--- src/rtl/stream_accum_pkg.sv ---
// Shared types, default sizes and helpers for the stream accumulator.
// Default sizes match the 8-bit adder datapath feeding the accumulator.
package stream_accum_pkg;

  localparam int DEF_DATA_W  = 8;
  localparam int DEF_ACC_W   = 12;
  localparam int DEF_MAX_OPS = 16;
  localparam int MAX_W       = 32;

  typedef enum logic [1:0] {
    IDLE  = 2'd0,
    ACCUM = 2'd1,
    HOLD  = 2'd2
  } state_t;

  // Keeps the low w bits of d and clears the rest; callers cast to their own width.
  function automatic logic [MAX_W-1:0] zext_data(input logic [MAX_W-1:0] d, input int w);
    logic [MAX_W-1:0] r;
    r = '0;
    for (int i = 0; i < MAX_W; i++) begin
      r[i] = (i < w) ? d[i] : 1'b0;
    end
    return r;
  endfunction

endpackage

--- src/rtl/accum_add_slice.sv ---
// Combinational W-bit adder with carry in and carry out for the accumulate path.
// No state, no handshake: the result is valid in the same cycle as its inputs.
module accum_add_slice #(
  parameter int W = 12
) (
  input  logic [W-1:0] a,
  input  logic [W-1:0] b,
  input  logic         cin,
  output logic [W-1:0] sum,
  output logic         cout
);

  logic [W:0] full;

  assign full = (W+1)'(a) + (W+1)'(b) + (W+1)'(cin);
  assign sum  = full[W-1:0];
  assign cout = full[W];

endmodule

--- src/rtl/stream_accumulator.sv ---
// Sums a packet of operands (closed by in_last or MAX_OPS) and holds the result until out_ready;
// result appears the cycle after the closing beat, input stalls while it is held. ACCUM_SAT_EN clamps on carry.
module stream_accumulator
  import stream_accum_pkg::*;
#(
  parameter int DATA_W  = DEF_DATA_W,
  parameter int ACC_W   = DEF_ACC_W,
  parameter int MAX_OPS = DEF_MAX_OPS,
  localparam int CNT_W  = $clog2(MAX_OPS + 1)
) (
  input  logic              clk,
  input  logic              rst,
  input  logic              in_valid,
  output logic              in_ready,
  input  logic [DATA_W-1:0] in_data,
  input  logic              in_last,
  output logic              out_valid,
  input  logic              out_ready,
  output logic [ACC_W-1:0]  out_sum,
  output logic [CNT_W-1:0]  out_count,
  output logic              out_ovf
);

  state_t           state;
  logic [ACC_W-1:0] acc;
  logic [CNT_W-1:0] count;
  logic             ovf;

  logic [ACC_W-1:0] operand;
  logic [ACC_W-1:0] base;
  logic [ACC_W-1:0] sum;
  logic             cout;
  logic [ACC_W-1:0] next_acc;
  logic [CNT_W-1:0] next_count;
  logic             next_ovf;
  logic             take;
  logic             close;

  // The first beat of a packet adds onto zero, so one adder serves both load and accumulate.
  always_comb begin
    operand    = ACC_W'(zext_data(MAX_W'(in_data), DATA_W));
    base       = (state == ACCUM) ? acc : '0;
    next_count = (state == ACCUM) ? count + CNT_W'(1) : CNT_W'(1);
    next_ovf   = ((state == ACCUM) ? ovf : 1'b0) | cout;
`ifdef ACCUM_SAT_EN
    next_acc   = cout ? '1 : sum;
`else
    next_acc   = sum;
`endif
    take       = in_valid && in_ready;
    close      = in_last || (next_count == CNT_W'(MAX_OPS));
  end

  accum_add_slice #(
    .W(ACC_W)
  ) u_add (
    .a    (base),
    .b    (operand),
    .cin  (1'b0),
    .sum  (sum),
    .cout (cout)
  );

  always_ff @(posedge clk) begin
    if (rst) begin
      state     <= IDLE;
      acc       <= '0;
      count     <= '0;
      ovf       <= 1'b0;
      in_ready  <= 1'b0;
      out_valid <= 1'b0;
      out_sum   <= '0;
      out_count <= '0;
      out_ovf   <= 1'b0;
    end else begin
      case (state)
        IDLE, ACCUM: begin
          in_ready <= 1'b1;
          if (take) begin
            acc   <= next_acc;
            count <= next_count;
            ovf   <= next_ovf;
            if (close) begin
              state     <= HOLD;
              in_ready  <= 1'b0;
              out_valid <= 1'b1;
              out_sum   <= next_acc;
              out_count <= next_count;
              out_ovf   <= next_ovf;
            end else begin
              state <= ACCUM;
            end
          end
        end
        HOLD: begin
          if (out_ready) begin
            state     <= IDLE;
            in_ready  <= 1'b1;
            out_valid <= 1'b0;
          end
        end
        default: begin
          state     <= IDLE;
          in_ready  <= 1'b0;
          out_valid <= 1'b0;
        end
      endcase
    end
  end

  a_ready_excl: assert property (@(posedge clk) disable iff (rst) !(in_ready && out_valid));
  a_hold_stable: assert property (@(posedge clk) disable iff (rst)
    (out_valid && !out_ready) |=> (out_valid && $stable(out_sum) && $stable(out_count) && $stable(out_ovf)));

endmodule

--- config.mk ---
export PLATFORM = sky130hd
export DESIGN_NAME = stream_accumulator
export DESIGN_NICKNAME = d
export VERILOG_FILES = /design/src/rtl/stream_accum_pkg.sv /design/src/rtl/accum_add_slice.sv /design/src/rtl/stream_accumulator.sv
export SDC_FILE = /design/constraint.sdc
export NUM_CORES = 1
export LEC_CHECK = 0
export BUFFER_PORTS_ARGS = -buffer_cell sky130_fd_sc_hd__buf_2
export CAP_MARGIN = 10
export CORE_ASPECT_RATIO = 1.2
export CORE_MARGIN = 4
export CORE_UTILIZATION = 50
export DETAILED_ROUTE_END_ITERATION = 12
export PLACE_DENSITY = 0.76
export SKIP_LAST_GASP = 1
export SLEW_MARGIN = 30
export SYNTH_ARGS = -nofsm -noshare
export SYNTH_HDL_FRONTEND = slang
export SYNTH_HIERARCHICAL = 1
export SYNTH_SLANG_ARGS = --single-unit
--- constraint.sdc ---
create_clock -name clk -period 6.9 [get_ports clk]
set_input_delay 0.69 -clock clk [delete_from_list [all_inputs] [get_ports clk]]
set_output_delay 0.69 -clock clk [all_outputs]
set_load 0.02 [all_outputs]
# Word-level counts from Yosys, hierarchy flattened
# Cells that the tools add are included.
# word_totals
register_bits	40
out_inout_bits	20
in_bits	13
elab_cells	41
# op_classes
bitwise	1
reduce_logical	8
mux	15
n_eq_ne	6
addsub	2
# ops
operator	count
12-bit by 8-bit adder with 13-bit output	1
12-bit 2-to-1 mux	1
1-bit 2-to-1 mux	7
2-bit 2-to-1 mux	3
2-bit != test, second input constant	3
3-bit AND reduction	2
5-bit by 1-bit adder with 5-bit output, second input constant	1
5-bit == test, second input constant	1
5-bit 2-to-1 mux	1
1-bit case mux with 2 select lines	2
2-bit case mux with 2 select lines	1
2-bit AND reduction	2
2-bit by 1-bit == test with 1-bit output, second input constant	1
2-bit == test, second input constant	1
2-bit zero test	1
2-bit OR reduction	1
1-bit logical AND	1
1-bit logical OR	1
1-bit OR	1

# Longest topological paths before layout
# depth
word_depth	7
depth_mapped	12
ltp_nobuf	10

# Cells and area by module
# Netlist, hierarchy kept.
# modules_own_cells
mod	n_inst	cells_each	seq_area_each_um2	area_per_inst_um2
stream_accumulator	1	209	800.8	1699.1
accum_add_slice	1	83	0.0	646.9

# Worst setup path before layout
# No wires, ideal clock.
# synth_path
kind	register -> register
from	register state[0]
to	register out_ovf
t_arrival_ns	2.782
n_path_buf	1
setup_slack_ns	3.984
path_stages_with_launch	12
period_less_slack_ns	2.916
cell_sequence	dfxtp_1 > nor2b_1 > clkbuf_1 > and2_1 > fa_1 > fa_1 > a211oi_1 > o21ai_0 > a31o_2 > a31o_2 > a21oi_1 > a211oi_1
# synth_between
elab_cells_between_ends	11
classes_between	add/sub (1); eq/ne (2); mux (3); bitwise (1); reduce/logical (4)
# synth_rtl
element	line_no	text
from (decl)	stream_accumulator.sv:24	state_t state;
from (signal assigned)	stream_accumulator.sv:66	state <= IDLE;
from (signal assigned)	stream_accumulator.sv:84	state <= HOLD;
from (signal assigned)	stream_accumulator.sv:91	state <= ACCUM;
2-bit by 1-bit == test with 1-bit output	stream_accumulator.sv:42	base = (state == ACCUM) ? acc : '0;
12-bit 2-to-1 mux	stream_accumulator.sv:42	
via base[0]	stream_accumulator.sv:30	logic [ACC_W-1:0] base;
12-bit by 8-bit adder with 13-bit output	accum_add_slice.sv:15	assign full = (W+1)'(a) + (W+1)'(b) + (W+1)'(cin);
via cout	stream_accumulator.sv:32	logic cout;
1-bit OR	stream_accumulator.sv:44	next_ovf = ((state == ACCUM) ? ovf : 1'b0) | cout;
to (signal assigned)	stream_accumulator.sv:89	out_ovf <= next_ovf;
to (decl)	stream_accumulator.sv:21	output logic out_ovf
# The timed path passes the listed nets, and every way through them passes these cells.
# A chain may end at the register's enable or synchronous reset.

# Worst setup path in the final report
# Same ends and word-level chain as after synthesis.

==> summary.md <==
| Metric | Value |
|---|---|
| Buffer count from post-CTS setup fixing | `0` |
| Switching power share of the total | `27.0%` |
| Weighted congestion at the end of routability-driven global placement | `roughly 0.9` |
| Routed wire length | `5320 um` |
| Worst skew pair latency | `0.29 ns` |
| Wire length of the first global-routing pass | `slightly below 9000 um` |
| # DRC | `0` |
| Die Outline Area | `0.00586 mm^2` |
| Required time reported for the critical path endpoint | `7.05 ns` |
| Clock period minus final worst setup slack | `about 3.2 ns` |
| Placeable core area | `roughly 0.0046 mm^2` |
| Number of cells upsized or downsized after cts | `0` |
| Status | `completed` |
| Inserted Diodes | `0` |
| Net switching power | `between 0.1 and 0.15 mW` |
| Portion of netlist area occupied by mux cells | `less than 1%` |
| Setup total negative slack | `0 ns` |
| Global-route congestion overflow total | `0` |
| Vias | `around 2200` |
| Fraction of power consumed by the clock network | `between 30% and 40%` |
| Overall Global Routing Usage | `18.1%` |
| Most used cells in the layout excluding fill and tap cells | `45 x sky130_fd_sc_hd__a21oi_1, 40 x sky130_fd_sc_hd__dfxtp_1, 36 x sky130_fd_sc_hd__nand2_1, 32 x sky130_fd_sc_hd__buf_2, 21 x sky130_fd_sc_hd__nand3_1` |
| Number of antenna violations at the first check in global routing | `0` |
| Max-Slew Margin vs Limit | `around two fifths` |
| Pin slew with the least headroom to its limit | `between 0.8 and 0.9 ns` |
| Root buf cell | `sky130_fd_sc_hd__clkbuf_8` |
| Register clock-pin slew on the reported worst setup and hold paths | `roughly 0.080 ns` |
| Count of input and output buffers | `32` |
| Area of the multi-input gates | `between 0.001 and 0.0015 mm^2` |
| Power Dens Cells | `around 190 mW/mm^2` |
| Internal power consumption | `0.374 mW` |
| Post-route fraction of the period consumed by the critical path | `between 40 and 50%` |
| Critical path class | `reg2reg` |
| Count of maximum capacitance violations | `0` |
| Average wire length per cell after detail routing | `14.1 um` |
| Setup WS post-layout | `roughly 3.7 ns` |
| Starting DRT DRC Count | `~150` |
| Worst Clk Skew | `0.00788 ns` |
| Basic-gate share of the synthesized area counting and, or, nand and nor cells | `about 25%` |
| Number of synthesized flops with an enable pin | `0` |
| Number of instances in the synthesized netlist | `around 300` |
| Static leakage power | `about 1.1 nW` |
| Number of filler instances in the final layout | `roughly 450` |
| Slew Limit Fails | `0` |
| Number of levels in the clock H-tree | `2` |
| RSZ-0062 raised after global routing | `false` |
| Final hold violation count | `0` |
| FF/Latch Area | `801 um^2` |
| Detailed-routing iteration count for the pre-antenna-repair pass | `4` |
| Dominant combinational cell family by area after synthesis | `simple AND/OR/NAND/NOR gates` |
| Type of the worst min-delay path | `reg2reg` |
| Gate power share | `between 10% and 20%` |
| Crit path max fanout | `19` |
| Number of global-route vias before repair | `around 2000` |
| Total half-perimeter wirelength after legalization and detailed placement | `approximately 3600 um` |
| Layout area overhead | `12.1%` |
| Maximum number of pins on one net before global-route repair | `40` |
| Count of hold buffers inserted by post-cts repair | `0` |
| Top_reg_cell synth | `sky130_fd_sc_hd__dfxtp_1` |
| Maximum buffer depth of the clock tree | `2` |
| Chip Height | `approximately 83 um` |
| Final nets | `approximately 350` |
| TritonCTS clock tree | `done` |
| Synth cell types | `50` |
| I/O pin count | `33` |
| Number of placement rows | `27` |
| Worst setup slack after placement | `roughly 3.8 ns` |
| Capturing element type of the critical path | `register` |
| Yosys Warn Count | `6` |
| Fraction of the mapped netlist area in adder cells | `around 8.1%` |
| Avg Cell Area, Syn | `8.03 um^2` |
| Horizontal extent of the die | `around 71 um` |
| Routed via count divided by cell count | `roughly 5.7` |
| Post-synth design cell area | `between 0.002 and 0.0025 mm^2` |
| Async set or reset register ratio after synthesis | `0%` |
| Fraction of the mapped netlist area in compound gates | `roughly a quarter` |
| Achievable frequency | `approximately 0.32 GHz` |
| Fraction of final layout cells sized beyond drive strength 1 | `between 15 and 20%` |
| Register bit total from synthesis | `40` |
| Maximum resistive drop on vdd | `approximately 0.099 mV` |
| Endpoint arrival time on the critical path | `between 3 and 4 ns` |
| Xor and xnor area share after synthesis | `around 3.7%` |
| Post-DRT Antenna Nets | `0` |
| Most common cell after layout, fill and taps aside | `sky130_fd_sc_hd__a21oi_1` |
| Num CTS Buffers | `5` |
| Critical Path Start Type | `register` |
| Initial standard-cell utilization of the core | `~51%` |
| # clock sinks | `40` |
| Seq/Total Area, Yosys | `34.1%` |
| Final setup violating endpoints | `0` |
| Part of the power in registers | `47.9%` |
-- state kept, by name (all words and copies together), names as in the netlist --
register   count
acc           12
out_sum       12
count          5
out_count      5
state          2
in_ready       1
out_ovf        1
out_valid      1
ovf            1
-- cell usage after synthesis (4+ instances only) --
master / instances / area share, %
sky130_fd_sc_hd__xor2_1: 4 / 1.5
sky130_fd_sc_hd__nor2_1: 14 / 2.2
sky130_fd_sc_hd__ha_1: 12 / 6.4
sky130_fd_sc_hd__nand3_1: 21 / 4.5
sky130_fd_sc_hd__o21ai_1: 4 / 0.85
sky130_fd_sc_hd__nor3_1: 4 / 0.85
sky130_fd_sc_hd__dfxtp_1: 40 / 34
sky130_fd_sc_hd__and2_1: 13 / 3.5
sky130_fd_sc_hd__o21ai_0: 17 / 3.6
sky130_fd_sc_hd__clkbuf_1: 15 / 2.4
sky130_fd_sc_hd__nand2b_1: 4 / 1.1
sky130_fd_sc_hd__nand2_1: 36 / 5.8
sky130_fd_sc_hd__a21oi_1: 45 / 9.6
sky130_fd_sc_hd__a21o_1: 7 / 2.2
sky130_fd_sc_hd__xnor2_1: 6 / 2.2
-- critical path, cell delays in order, from the launching register on --
cell and delay [ns]:
sky130_fd_sc_hd__dfxtp_1 0.39, sky130_fd_sc_hd__nor2b_1 0.16, sky130_fd_sc_hd__buf_4 0.20, sky130_fd_sc_hd__and2_1 0.19
sky130_fd_sc_hd__fa_1 0.46, sky130_fd_sc_hd__fa_1 0.43, sky130_fd_sc_hd__a211oi_1 0.33, sky130_fd_sc_hd__o21ai_0 0.17
sky130_fd_sc_hd__a31o_2 0.25, sky130_fd_sc_hd__a31o_2 0.23, sky130_fd_sc_hd__a21oi_1 0.11, sky130_fd_sc_hd__a211oi_1 0.08
-- power groups by stage --
stage          Sequential, mW  Clock (mW)  Combinational, mW
6_report                0.245       0.192             0.0746
5_1_grt                 0.246       0.202             0.0835
4_1_cts                 0.245       0.195             0.0743
3_5_place_dp            0.250           0             0.0740
3_3_place_gp            0.250           0             0.0729
2_1_floorplan           0.255           0             0.0506
-- cells by family (layout without fill, tap and decap cells) --
family	count (synthesis)	in the layout
DFF	40	40
buffers and inverters	21	45
other	1	5
adders and majority gates	14	14
AOI/OAI and AO/OA	92	92
xor gates and xnor gates	10	10
and+or+nand+nor	112	112
muxes	2	2
-- worst paths after layout --
path | start | to | slack [ns] | cells after the start
worst max-delay path | state[0] | out_ovf | 3.74 | 11
worst min-delay path | acc[6] | acc[6] | 0.45 | 2
worst max register to register | state[0] | out_ovf | 3.74 | 11
worst min register to register | acc[6] | acc[6] | 0.45 | 2
-- per-layer routing --
layer / share of wire [%] / track usage (%) / vias to the layer above
met2: 49 / 31.7 / 54
met5: 0 / 0 / -
li1: - / - / 1100
met4: 1.3 / 5.13 / 0
met1: 45 / 22.0 / 1006
met3: 4.8 / 3.87 / 9
-- metrics by stage --
stage	instance area [um^2]	utilization [%]	cells	hold WS, ns	power [mW]
floorplan	2360	-	296	0.432	0.305
CTS	2630	57.7	378	0.455	0.515
global placement	2520	55.2	370	0.439	0.323
global route	2630	57.7	378	0.475	0.532
finish	2630	57.7	378	0.452	0.512
detailed placement	2520	55.2	370	0.444	0.324
-- area by class of cell --
| cell class | instances | area share (%) |
|---|---|---|
| Clock buffer | 5 | 2.62 |
| Timing Repair Buffer | 34 | 6.66 |
| Clock inverter | 3 | 1.62 |
| Sequential cell | 40 | 30.4 |
| Multi-Input combinational cell | 235 | 55.5 |
| Inverter | 3 | 0.428 |
| Tap cell | 58 | 2.76 |
(Power assumes the default switching activity.)
